## src/rtl/uart_pkg.sv

```systemverilog
// Package uart_pkg: receiver FSM state encoding, default oversampling ratio
// and the baud divider calculation shared by the UART blocks.
package uart_pkg;

    // Receiver FSM states. PARITY is only visited when the parity build is used.
    typedef enum logic [2:0] {
        IDLE   = 3'd0,
        START  = 3'd1,
        DATA   = 3'd2,
        PARITY = 3'd3,
        STOP   = 3'd4,
        BREAK  = 3'd5
    } uart_state_t;

    localparam int OVERSAMPLE_DEFAULT = 16;

    // Clock cycles per sample tick, truncated; never below one cycle.
    function automatic int calc_div(input int clk_freq, input int baud, input int oversample);
        int d;
        d = clk_freq / (baud * oversample);
        if (d < 1) begin
            d = 1;
        end
        return d;
    endfunction

endpackage

```

## src/rtl/uart_baud_tick.sv

```systemverilog
// uart_baud_tick: free-running 0..DIV-1 counter producing a one-cycle
// sample tick on wrap. The clear input holds the counter at zero so the first
// tick after clear is released arrives exactly DIV cycles later.
module uart_baud_tick #(
    parameter int DIV = 651
) (
    input  logic clk,
    input  logic reset,
    input  logic clear,
    output logic tick
);

    localparam int CW = (DIV > 1) ? $clog2(DIV) : 1;
    localparam logic [CW-1:0] LAST = CW'(DIV - 1);

    logic [CW-1:0] cnt;

    // Divider counter: cleared by reset or clear, wraps at DIV-1.
    always_ff @(posedge clk) begin
        if (reset || clear) begin
            cnt <= '0;
        end else if (cnt == LAST) begin
            cnt <= '0;
        end else begin
            cnt <= cnt + 1'b1;
        end
    end

    assign tick = (cnt == LAST) && !clear;

endmodule

```

## src/rtl/uart_rx.sv

```systemverilog
// uart_rx: 16x oversampled serial receiver, mid-bit sampling, 2-flop input
// synchroniser. Delivers each good byte on char with a one-cycle en strobe and
// flags bad frames with a one-cycle frame_err strobe.
// Build option: define UART_RX_PARITY_EN for 8E1 frames (default is 8N1).
//
// Strobe semantics: en and frame_err are registered, exactly one cycle wide,
// mutually exclusive, and asserted the cycle after the stop-bit sample. char
// is updated in the same cycle en rises and is otherwise held.
module uart_rx
    import uart_pkg::*;
#(
    parameter int CLK_FREQ   = 100_000_000,
    parameter int BAUD       = 9600,
    parameter int OVERSAMPLE = OVERSAMPLE_DEFAULT
) (
    input  logic        clk,
    input  logic        reset,
    input  logic        rx,
    output logic [7:0]  char,
    output logic        en,
    output logic        frame_err,
    output logic        busy,
    output uart_state_t dbg_state
);

    localparam int DIV = calc_div(CLK_FREQ, BAUD, OVERSAMPLE);
    localparam int SW  = $clog2(OVERSAMPLE);
    localparam logic [SW-1:0] S_MID = SW'(OVERSAMPLE / 2 - 1);
    localparam logic [SW-1:0] S_END = SW'(OVERSAMPLE - 1);

    logic          rx_meta;
    logic          rx_s;
    logic          tick;

    uart_state_t   state, state_n;
    logic [SW-1:0] scnt, scnt_n;
    logic [2:0]    bit_cnt, bit_cnt_n;
    logic [7:0]    shreg, shreg_n;
    logic [7:0]    char_n;
    logic          en_n;
    logic          ferr_n;
`ifdef UART_RX_PARITY_EN
    logic          par_err, par_err_n;
`endif

    // Two-flop synchroniser for the asynchronous line; resets to idle-high.
    always_ff @(posedge clk) begin
        if (reset) begin
            rx_meta <= 1'b1;
            rx_s    <= 1'b1;
        end else begin
            rx_meta <= rx;
            rx_s    <= rx_meta;
        end
    end

    // Sample tick generator, held cleared while idle so ticks align to the start edge.
    uart_baud_tick #(
        .DIV (DIV)
    ) u_tick (
        .clk   (clk),
        .reset (reset),
        .clear (state == IDLE),
        .tick  (tick)
    );

    // FSM state, counters, shift register and output strobes.
    always_ff @(posedge clk) begin
        if (reset) begin
            state     <= IDLE;
            scnt      <= '0;
            bit_cnt   <= '0;
            shreg     <= '0;
            char      <= 8'h00;
            en        <= 1'b0;
            frame_err <= 1'b0;
`ifdef UART_RX_PARITY_EN
            par_err   <= 1'b0;
`endif
        end else begin
            state     <= state_n;
            scnt      <= scnt_n;
            bit_cnt   <= bit_cnt_n;
            shreg     <= shreg_n;
            char      <= char_n;
            en        <= en_n;
            frame_err <= ferr_n;
`ifdef UART_RX_PARITY_EN
            par_err   <= par_err_n;
`endif
        end
    end

    // Next-state and next-output logic; every decision uses the synchronised line.
    always_comb begin
        state_n   = state;
        scnt_n    = scnt;
        bit_cnt_n = bit_cnt;
        shreg_n   = shreg;
        char_n    = char;
        en_n      = 1'b0;
        ferr_n    = 1'b0;
`ifdef UART_RX_PARITY_EN
        par_err_n = par_err;
`endif
        case (state)
            IDLE: begin
                if (!rx_s) begin
                    state_n = START;
                    scnt_n  = '0;
                end
            end

            START: begin
                if (tick) begin
                    if (scnt == S_MID) begin
                        // Mid start bit: a high line here was a glitch.
                        if (rx_s) begin
                            state_n = IDLE;
                        end else begin
                            scnt_n    = '0;
                            bit_cnt_n = '0;
                            state_n   = DATA;
                        end
                    end else begin
                        scnt_n = scnt + 1'b1;
                    end
                end
            end

            DATA: begin
                if (tick) begin
                    if (scnt == S_END) begin
                        scnt_n  = '0;
                        shreg_n = {rx_s, shreg[7:1]};
                        if (bit_cnt == 3'd7) begin
`ifdef UART_RX_PARITY_EN
                            state_n = PARITY;
`else
                            state_n = STOP;
`endif
                        end else begin
                            bit_cnt_n = bit_cnt + 1'b1;
                        end
                    end else begin
                        scnt_n = scnt + 1'b1;
                    end
                end
            end

`ifdef UART_RX_PARITY_EN
            PARITY: begin
                if (tick) begin
                    if (scnt == S_END) begin
                        // Even parity: the parity bit equals the XOR of the data bits.
                        scnt_n    = '0;
                        par_err_n = (rx_s != ^shreg);
                        state_n   = STOP;
                    end else begin
                        scnt_n = scnt + 1'b1;
                    end
                end
            end
`endif

            STOP: begin
                if (tick) begin
                    if (scnt == S_END) begin
                        // Return to idle at mid stop bit so back-to-back frames are caught.
                        state_n = IDLE;
                        if (rx_s) begin
`ifdef UART_RX_PARITY_EN
                            if (par_err) begin
                                ferr_n = 1'b1;
                            end else begin
                                char_n = shreg;
                                en_n   = 1'b1;
                            end
`else
                            char_n = shreg;
                            en_n   = 1'b1;
`endif
                        end else begin
                            ferr_n = 1'b1;
                            // All-zero data with a low stop bit is a line break.
                            if (shreg == 8'h00) begin
                                state_n = BREAK;
                            end
                        end
                    end else begin
                        scnt_n = scnt + 1'b1;
                    end
                end
            end

            BREAK: begin
                if (rx_s) begin
                    state_n = IDLE;
                end
            end

            default: begin
                state_n = IDLE;
            end
        endcase
    end

    assign busy      = (state != IDLE);
    assign dbg_state = state;

endmodule
```

## config.mk

```make
export PLATFORM = sky130hd
export DESIGN_NAME = uart_rx
export DESIGN_NICKNAME = d
export VERILOG_FILES = /design/src/rtl/uart_pkg.sv /design/src/rtl/uart_baud_tick.sv /design/src/rtl/uart_rx.sv
export SDC_FILE = /design/constraint.sdc
export NUM_CORES = 1
export LEC_CHECK = 0
export BUFFER_PORTS_ARGS = -buffer_cell sky130_fd_sc_hd__buf_2
export CELL_PAD_IN_SITES_DETAIL_PLACEMENT = 2
export CELL_PAD_IN_SITES_GLOBAL_PLACEMENT = 2
export CORE_ASPECT_RATIO = 0.7
export CORE_UTILIZATION = 40
export CTS_CLUSTER_DIAMETER = 200
export DETAILED_ROUTE_END_ITERATION = 10
export GPL_TIMING_DRIVEN = 0
export PLACE_DENSITY_LB_ADDON = 0.1
export SKIP_CTS_REPAIR_TIMING = 1
export SLEW_MARGIN = 10
export SYNTH_ARGS = -nofsm -noshare
export SYNTH_HDL_FRONTEND = slang
export SYNTH_SLANG_ARGS = --single-unit
```

## constraint.sdc

```tcl
create_clock -name clk -period 2.9 [get_ports clk]
set_input_delay 0 -clock clk [delete_from_list [all_inputs] [get_ports clk]]
set_output_delay 0 -clock clk [all_outputs]
set_load 0.005 [all_outputs]
```

==> results.ini, run 1 <==
[floorplanning]
initial_core_util_pct=43.0
fp.dieH_um=62.8
ios=17
rows=21
dieWidth_um=88.8
core-area_um2=4910
die-area_um2=5580

[yosys]
netlist_area_um2=2110
netlist_instances=231
syn_nets=239
ys_warn_count=0
synthArstFlopShare_pct=0
ys.flop_type=dfxtp_1
synth_top_area_share_pct=37.9
yosys.cell_types.count=54
ys_top_cells_by_area=dfxtp_1, a21oi_1, nand3_1, o21ai_0, nor2_1
yosysSeqAreaShare_pct=37.9
synth_edf_count=0
syn_area_per_cell_um2=9.14
yosys.area.top_type=dfxtp_1
synth-seq-cells=40

[clock_network]
htreeDepth=2
worst_skew_pair.late_latency_ns=0.29
cts_tree=built
cts_made_buffers=5
clock_sinks=40
clock-root-buffer=clkbuf_8
clock_path_buffers=2
clkTransAtPathRegs_ns=0.08

[routing]
drtPass1Iterations=4
drtIter0Drc=71
postRouteAntennaNets=0
drc=0
vias_per_cell=5.68
vias=1839
wirelength_mm=6.34
wl_per_cell_um=19.6

[finish]
layout-drive-gt1-share_pct=19.2
final_util_pct=48.7
final_area_um2=2390
fillers=569
area_delta_synth_final_pct=13.4
n_antenna_cell=0
fin_nets=262

[setup_path]
required_ns=3.09
crit_type=register to register
cp-start-kind=register
cp_max_fo=7
endpoint_kind=register
worstPathArrival_ns=2.22

[status]
outcome=finished, final reports clean

[global_route]
grt_pass1_vias=1953
grt_pass1_wl_mm=10.7
grt.overflow.total=0
grt_use_met2_pct=37.0
top_usage_layer=met1
grt_max_degree=14
met1_usage_pct=38.8
antenna_found_initial=0
grtUsageMet3_pct=4.10
track_usage_pct=25.5

[place]
place_congestion=0.761
postPlaceCellArea_um2=2270
place_ws_ns=0.859
dp_hpwl_mm=4.38
portBuffers=15

[sta]
setup_tns_ns=0
maxSlewViolCount=0
tightest_slew_ns=0.790
max_freq_mhz=493
skew_ns=0.0102
slew_headroom_pct=46.6
finalCritPeriodShare_pct=70.0
hold_viol_final=0
setup_viol=0
min_period_ns=2.03
rsz0062_at_grt=false
hold_slack_ns=0.0865
setup_slack_ns=0.870

[hold_path]
hold_class=input pin to register

[pwr]
power_density_nw_per_um2=546
max-vdd-ir-drop_mv=0.219
power_leakage_uw=0.000885

[flow_run]
max-cap-violations=0

## registers in the layout (all words and copies together) (netlist names)
signal and flops:
bit_cnt 3, char 8, dbg_state 3, en 1
frame_err 1, rx_meta 1, rx_s 1, scnt 4
shreg 8, u_tick.cnt 10
## power by group
part | total (uW) | internal, uW | switching [uW]
registers | 567 | 559 | 7.36
clock network | 460 | 255 | 205
logic | 281 | 118 | 163
total | 1310 | 932 | 375
## layout make-up
type | count | area [um2] | share of cell area, %
multi-input combinational | 170 | 1180 | 49.3
sequential | 40 | 801 | 33.5
buffer | 17 | 115 | 4.81
tap | 69 | 86.3 | 3.61
timing repair buffer | 16 | 85.1 | 3.55
clock buffer | 5 | 68.8 | 2.88
clock inverter | 3 | 42.5 | 1.78
inverter | 4 | 15.0 | 0.627
## per-layer routing
layer	up-vias	share of wire (%)	routed length [um]
met1	918	54	3410
met2	33	42	2690
li1	882	-	-
met4	0	1.0	64
met5	-	0	0
met3	6	2.9	181
## layout by cell type, fill, tap and decap left out, types with 5 or more instances in the layout
| master | instances |
|---|---|
| a21oi_1 | 19 |
| nand4_1 | 6 |
| nor2_1 | 19 |
| o21ai_0 | 16 |
| buf_2 | 19 |
| ha_1 | 5 |
| xnor2_1 | 5 |
| nand3_1 | 19 |
| nor2b_1 | 5 |
| clkbuf_1 | 5 |
| dfxtp_1 | 40 |
| clkbuf_8 | 5 |
| and3_1 | 7 |
## critical path, stage by stage (launching register included)
cell and delay (ns):
dfxtp_1 0.36, ha_1 0.27, and3_1 0.19, buf_2 0.21, a221oi_1 0.15, a2111oi_4 0.38, mux2_2 0.38
## synth_stat cells (all sizes together), types with 2 or more instances
cell,n
nor4,3
dfxtp,40
clkbuf,5
nor2,20
nor2b,5
mux2,5
or2,2
inv,4
a221oi,2
nand2,4
o21ai,17
o211ai,4
a21oi,19
a211oi,2
ha,5
or3b,4
nand3,20
nor3,4
and3b,3
and3,7
xnor2,5
nor4b,2
nor3b,3
nand4,6
xor2,4
and2b,3
o22ai,2
buf,11
nand2b,4
mux2i,3
## kinds of logic after synthesis
family	count (synthesis)	synth area share [%]
buf+inv	21	6.16
xor+xnor	9	3.73
flops	40	37.9
compound gates	51	16.1
simple gates	97	28.8
fa+ha+maj	5	2.96
mux	8	4.27
## path summary, 6_finish.rpt
kind                              from                        end  slack, ns  cells past startpoint
hold / removal                   reset       scnt[2]$_SDFFE_PP0P_       0.09                      3
hold reg to reg     rx_meta$_SDFF_PP1_            rx_s$_SDFF_PP1_       0.43                      1
setup / recovery  scnt[0]$_SDFFE_PP0P_  dbg_state[0]$_SDFFE_PP0P_       0.87                      6
setup reg to reg  scnt[0]$_SDFFE_PP0P_  dbg_state[0]$_SDFFE_PP0P_       0.87                      6
## through the flow
| stage | total power (uW) | std cells |
|---|---|---|
| after floorplan | 782 | 231 |
| after global placement | 840 | 315 |
| after detailed placement | 847 | 315 |
| after CTS | 1320 | 323 |
| after global routing | 1360 | 324 |
| final | 1310 | 324 |
Note: power is estimated with default switching activity, not from simulation.
==> run 2: changes to the inputs <==
--- a/config.mk
+++ b/config.mk
@@ -9,7 +9,7 @@
 export CELL_PAD_IN_SITES_DETAIL_PLACEMENT = 2
 export CELL_PAD_IN_SITES_GLOBAL_PLACEMENT = 2
 export CORE_ASPECT_RATIO = 0.7
-export CORE_UTILIZATION = 40
+export CORE_UTILIZATION = 33
 export CTS_CLUSTER_DIAMETER = 200
 export DETAILED_ROUTE_END_ITERATION = 10
 export GPL_TIMING_DRIVEN = 0
==> constraint.sdc (replaced) <==
create_clock -name clk -period 1.7 [get_ports clk]
set_input_delay 0 -clock clk [delete_from_list [all_inputs] [get_ports clk]]
set_output_delay 0 -clock clk [all_outputs]
set_load 0.005 [all_outputs]
==> run 2 against run 1 <==
Net effect:
- the run now ends with negative setup slack left
- non-clock buffer count increased by 8
- die area increased by 21%
- sequential cell count stayed put
- routed wire length increased by 2.5%
- sequential power rose by 70%
- clock skew is essentially flat
- global-route usage is 5.9 points lower
- sequential share of layout area decreased by 1.5 points
- via count rose by 0.98%
==> results.ini, run 2 (same netlist as run 1, synthesis figures left out) <==
[setup_path]
worstPathCellList=nor4b_4, nand3_4, a2111oi_4, mux2_4
crit_slowest_cell=a2111oi_4
r2r_setup_slack_ns=-0.12
crit_type=register to register
required_ns=1.89
path_buf_inv=0
cp_max_fo=5
endpoint_kind=register
cpPeakStageDelay_ns=0.45
cpLargestDelayFamily=simple AND/OR/NAND/NOR gates
worstPathArrival_ns=2.01
cp-start-kind=register

[pwr]
max-vdd-ir-drop_mv=0.377
power_density_nw_per_um2=839
power_uw=2130
power_leakage_uw=0.000938

[sta]
skew_ns=0.0104
tightest_slew_ns=0.498
setup_tns_ns=-1.14
maxSlewViolCount=0
slew_headroom_pct=66.8
max_freq_mhz=549
setup_slack_ns=-0.122
min_period_ns=1.82
rsz0062_at_grt=true
hold_slack_ns=0.0739
setup_viol=17
hold_viol_final=0
finalCritPeriodShare_pct=107

[routing]
vias_per_cell=5.51
drtPass1Iterations=4
wirelength_mm=6.50
wl_per_cell_um=19.3
postRouteAntennaNets=0
drc=0
vias=1857
drtIter0Drc=78

[finish]
layout-drive-gt1-share_pct=30.2
fillers=644
layout_commonest_cell=dfxtp_1
fin_nets=270
largest_reg_flops=10
n_antenna_cell=0
reg.largest.list=u_tick.cnt (10), char (8), shreg (8)
area_delta_synth_final_pct=20.5
mostFrequentLayoutCells=dfxtp_1, nor2_1, nand3_1, a21oi_1, buf_2
top_register=u_tick.cnt

[flow_run]
max-cap-violations=0

[global_route]
grt.overflow.total=0
grt_max_degree=12
grt_pass1_wl_mm=9.85
grt_pass1_vias=1825
track_usage_pct=19.7
antenna_found_initial=0

[hold_path]
hold_class=input pin to register

[clock_network]
htreeDepth=2
cts_tree=built
clock_sinks=40
cts_made_buffers=5
clkTransAtPathRegs_ns=0.09
worst_skew_pair.late_latency_ns=0.30
clock-root-buffer=clkbuf_8
clock_path_buffers=2

[place]
dp_hpwl_mm=4.60
place_congestion=0.774
portBuffers=15
place_ws_ns=-0.353

[status]
violations=negative setup slack
outcome=complete, but fails checks

[floorplanning]
die-area_um2=6730
ios=17
fp.dieH_um=68.9
core-area_um2=5930
rows=23
initial_core_util_pct=35.6
dieWidth_um=97.6

==> run 2: cell count changes in the layout (fill, tap and decap cells not counted), sizes merged <==
cell,previous run,this run
buf,26,35
bufinv,1,0
clkinvlp,1,0
==> run 2: worst reg2reg max path: stages (launching register included) <==
cell and delay [ns]:
dfxtp_4 0.36, nor4b_4 0.40, nand3_4 0.17, a2111oi_4 0.45, mux2_4 0.33
==> run 2: final cells by class <==
type	instances	area (um2)	area share, %
Inverter	4	15.0	0.591
Clock inverter	1	5.00	0.197
Multi-Input combinational cell	170	1260	49.7
Buffer	17	134	5.27
Timing Repair Buffer	24	145	5.71
Sequential cell	40	813	32.0
Tap cell	75	93.8	3.69
Clock buffer	6	72.6	2.85
==> run 2: final timing paths <==
kind	cells past startpoint	to	startpoint
setup reg to reg	4	dbg_state[0]$_SDFFE_PP0P_	u_tick.cnt[8]$_SDFF_PP0_
setup / recovery	4	dbg_state[0]$_SDFFE_PP0P_	u_tick.cnt[8]$_SDFF_PP0_
hold / removal	3	scnt[2]$_SDFFE_PP0P_	reset
hold reg to reg	1	rx_s$_SDFF_PP1_	rx_meta$_SDFF_PP1_
==> run 2: per-layer routing <==
metal	GRT usage, %	vias to the layer above	part of all wire [%]
met5	0	-	0
li1	-	887	-
met2	30.6	35	43
met1	28.2	927	51
met4	4.96	0	1.0
met3	3.63	8	4.4
==> run 2: per-stage QoR <==
| stage | instance area [um2] | utilization (%) | std cells |
|---|---|---|---|
| detailed placement | 2300 | 38.8 | 321 |
| global route | 2540 | 42.9 | 337 |
| finish | 2540 | 42.9 | 337 |
| CTS | 2370 | 40.1 | 328 |
| global placement | 2300 | 38.8 | 321 |
| floorplan | 2130 | - | 231 |
==> run 2: power by group <==
| group | total, uW | switching, uW | internal (uW) |
|---|---|---|---|
| Clock | 626 | 346 | 280 |
| Combinational | 541 | 302 | 239 |
| Sequential | 966 | 12.9 | 953 |
==> run 3: changes to the inputs <==
--- a/config.mk
+++ b/config.mk
@@ -9,6 +9,7 @@
 export CELL_PAD_IN_SITES_DETAIL_PLACEMENT = 2
 export CELL_PAD_IN_SITES_GLOBAL_PLACEMENT = 2
 export CORE_ASPECT_RATIO = 0.7
+export CORE_MARGIN = 2
 export CORE_UTILIZATION = 33
 export CTS_CLUSTER_DIAMETER = 200
 export DETAILED_ROUTE_END_ITERATION = 10
==> run 3 against run 2 <==
Net effect:
- the flow still finishes with violations (negative setup slack)
- maximum frequency rose by 1.6%
- global-route usage decreased by 2.1 points
- hold slack better by 0.015 ns
- via count is 0.22% lower
- critical path depth stayed put
- power grew 9.9%
- setup slack gained 0.029 ns
- critical path type unchanged
==> results.ini, run 3 (same netlist as run 1, synthesis figures left out) <==
[clock_network]
clock_path_buffers=2
htreeDepth=2
cts_tree=built
clkTransAtPathRegs_ns=0.08
worst_skew_pair.late_latency_ns=0.29
cts_made_buffers=5
clock-root-buffer=clkbuf_8
clock_sinks=40

[global_route]
grt_pass1_wl_mm=9.77
track_usage_pct=17.6
antenna_found_initial=0
grt_max_degree=13
grt.overflow.total=0
grt_pass1_vias=1845

[finish]
final_util_pct=43.8
largest_reg_flops=10
fin_nets=278
area_delta_synth_final_pct=29.0
multi_input_area_um2=1330
final-seq-area_um2=821
final_cells=349
n_antenna_cell=0
mostFrequentLayoutCells=dfxtp_1, buf_2, nor2_1
fillers=660
top_register=u_tick.cnt
layout-drive-gt1-share_pct=37.6
reg.largest.list=u_tick.cnt (10), char (8), shreg (8)
layout_commonest_cell=dfxtp_1

[status]
outcome=complete, but fails checks
violations=negative setup slack

[floorplanning]
dieWidth_um=99.6
rows=24
ios=17
core-area_um2=6220
fp.dieH_um=70.9
initial_core_util_pct=34.0
die-area_um2=7060

[setup_path]
crit_slowest_cell=a2111oi_4
cp_max_fo=4
endpoint_kind=register
cp-start-kind=register
cpPeakStageDelay_ns=0.44
crit_type=register to register
worstPathArrival_ns=1.97
path_buf_inv=0
worstPathCellList=nor4b_4, nand3_4, a2111oi_4, mux2_4
cpLargestDelayFamily=simple AND/OR/NAND/NOR gates
required_ns=1.88

[sta]
finalCritPeriodShare_pct=105
hold_viol_final=0
tightest_slew_ns=0.520
setup_slack_ns=-0.0927
rsz0062_at_grt=true
setup_tns_ns=-0.257
max_freq_mhz=558
skew_ns=0.0105
slew_headroom_pct=65.3
maxSlewViolCount=0
setup_viol=6
min_period_ns=1.79

[place]
place_congestion=0.756
portBuffers=15
place_inst=324
dp_hpwl_mm=4.19

[routing]
vias=1853
drc=0
wirelength_mm=6.41
drtIter0Drc=71
wl_per_cell_um=18.4
drtPass1Iterations=4
vias_per_cell=5.31
postRouteAntennaNets=0

[flow_run]
max-cap-violations=0

[pwr]
power_density_nw_per_um2=861
max-vdd-ir-drop_mv=0.370
power_leakage_uw=0.000994

[hold_path]
hold_class=input pin to register

[run 3: cell types whose count changed in the layout (fill, tap and decap cells not counted), moves of 3 or more]
cell,previous run,this run
a21oi_1,19,16
a21oi_2,0,3
buf_4,12,15
dfxtp_1,32,28
dfxtp_2,7,10
o21ai_0,16,9
o21ai_1,0,4
o21ai_2,0,3
[run 3: worst paths after layout]
kind | start | end | slack, ns | depth (start not counted)
max | u_tick.cnt[8]$_SDFF_PP0_ | dbg_state[2]$_SDFFE_PP0P_ | -0.09 | 4
min | reset | scnt[2]$_SDFFE_PP0P_ | 0.09 | 3
max reg2reg | u_tick.cnt[8]$_SDFF_PP0_ | dbg_state[2]$_SDFFE_PP0P_ | -0.09 | 4
min reg2reg | rx_meta$_SDFF_PP1_ | rx_s$_SDFF_PP1_ | 0.44 | 1
[run 3: layer usage]
metal,wire length [um],global-route usage [%]
met2,2850,26.0
met5,0,0
met3,171,4.15
met4,27,4.11
met1,3360,26.0
[run 3: area by class of cell]
type                    count  share of cell area, %
multi-input cells         170                   49.0
flip-flops and latches     40                   30.1
plain buffers              16                   4.82
clock buffers               6                   2.66
inverters                   4                  0.551
well taps                  78                   3.58
repair buffers             33                   7.99
clock inverters             2                   1.29
[run 3: tightest hold or removal path: cells and delay by family]
family                 cells  cell delay, ns
AND/OR/NAND/NOR            1            0.13
buffers and inverters      1            0.12
AO/OA/AOI/OAI              1            0.07
[run 3: where the power goes]
| part | switching [uW] | total [uW] | internal (uW) |
|---|---|---|---|
| Sequential | 13.2 | 967 | 954 |
| Clock | 352 | 789 | 436 |
| Combinational | 314 | 589 | 274 |
[run 3: metrics by stage]
stage	total power (uW)	worst slack, ns	hold WS [ns]	instance area [um2]
final	2340	-0.0927	0.0888	2720
after global routing	2460	-0.142	0.107	2720
after CTS	2240	-0.391	-0.107	2410
after detailed placement	1450	-0.373	0.192	2300
after floorplan	1340	-0.000673	0.104	2130
after global placement	1440	-0.324	0.191	2300
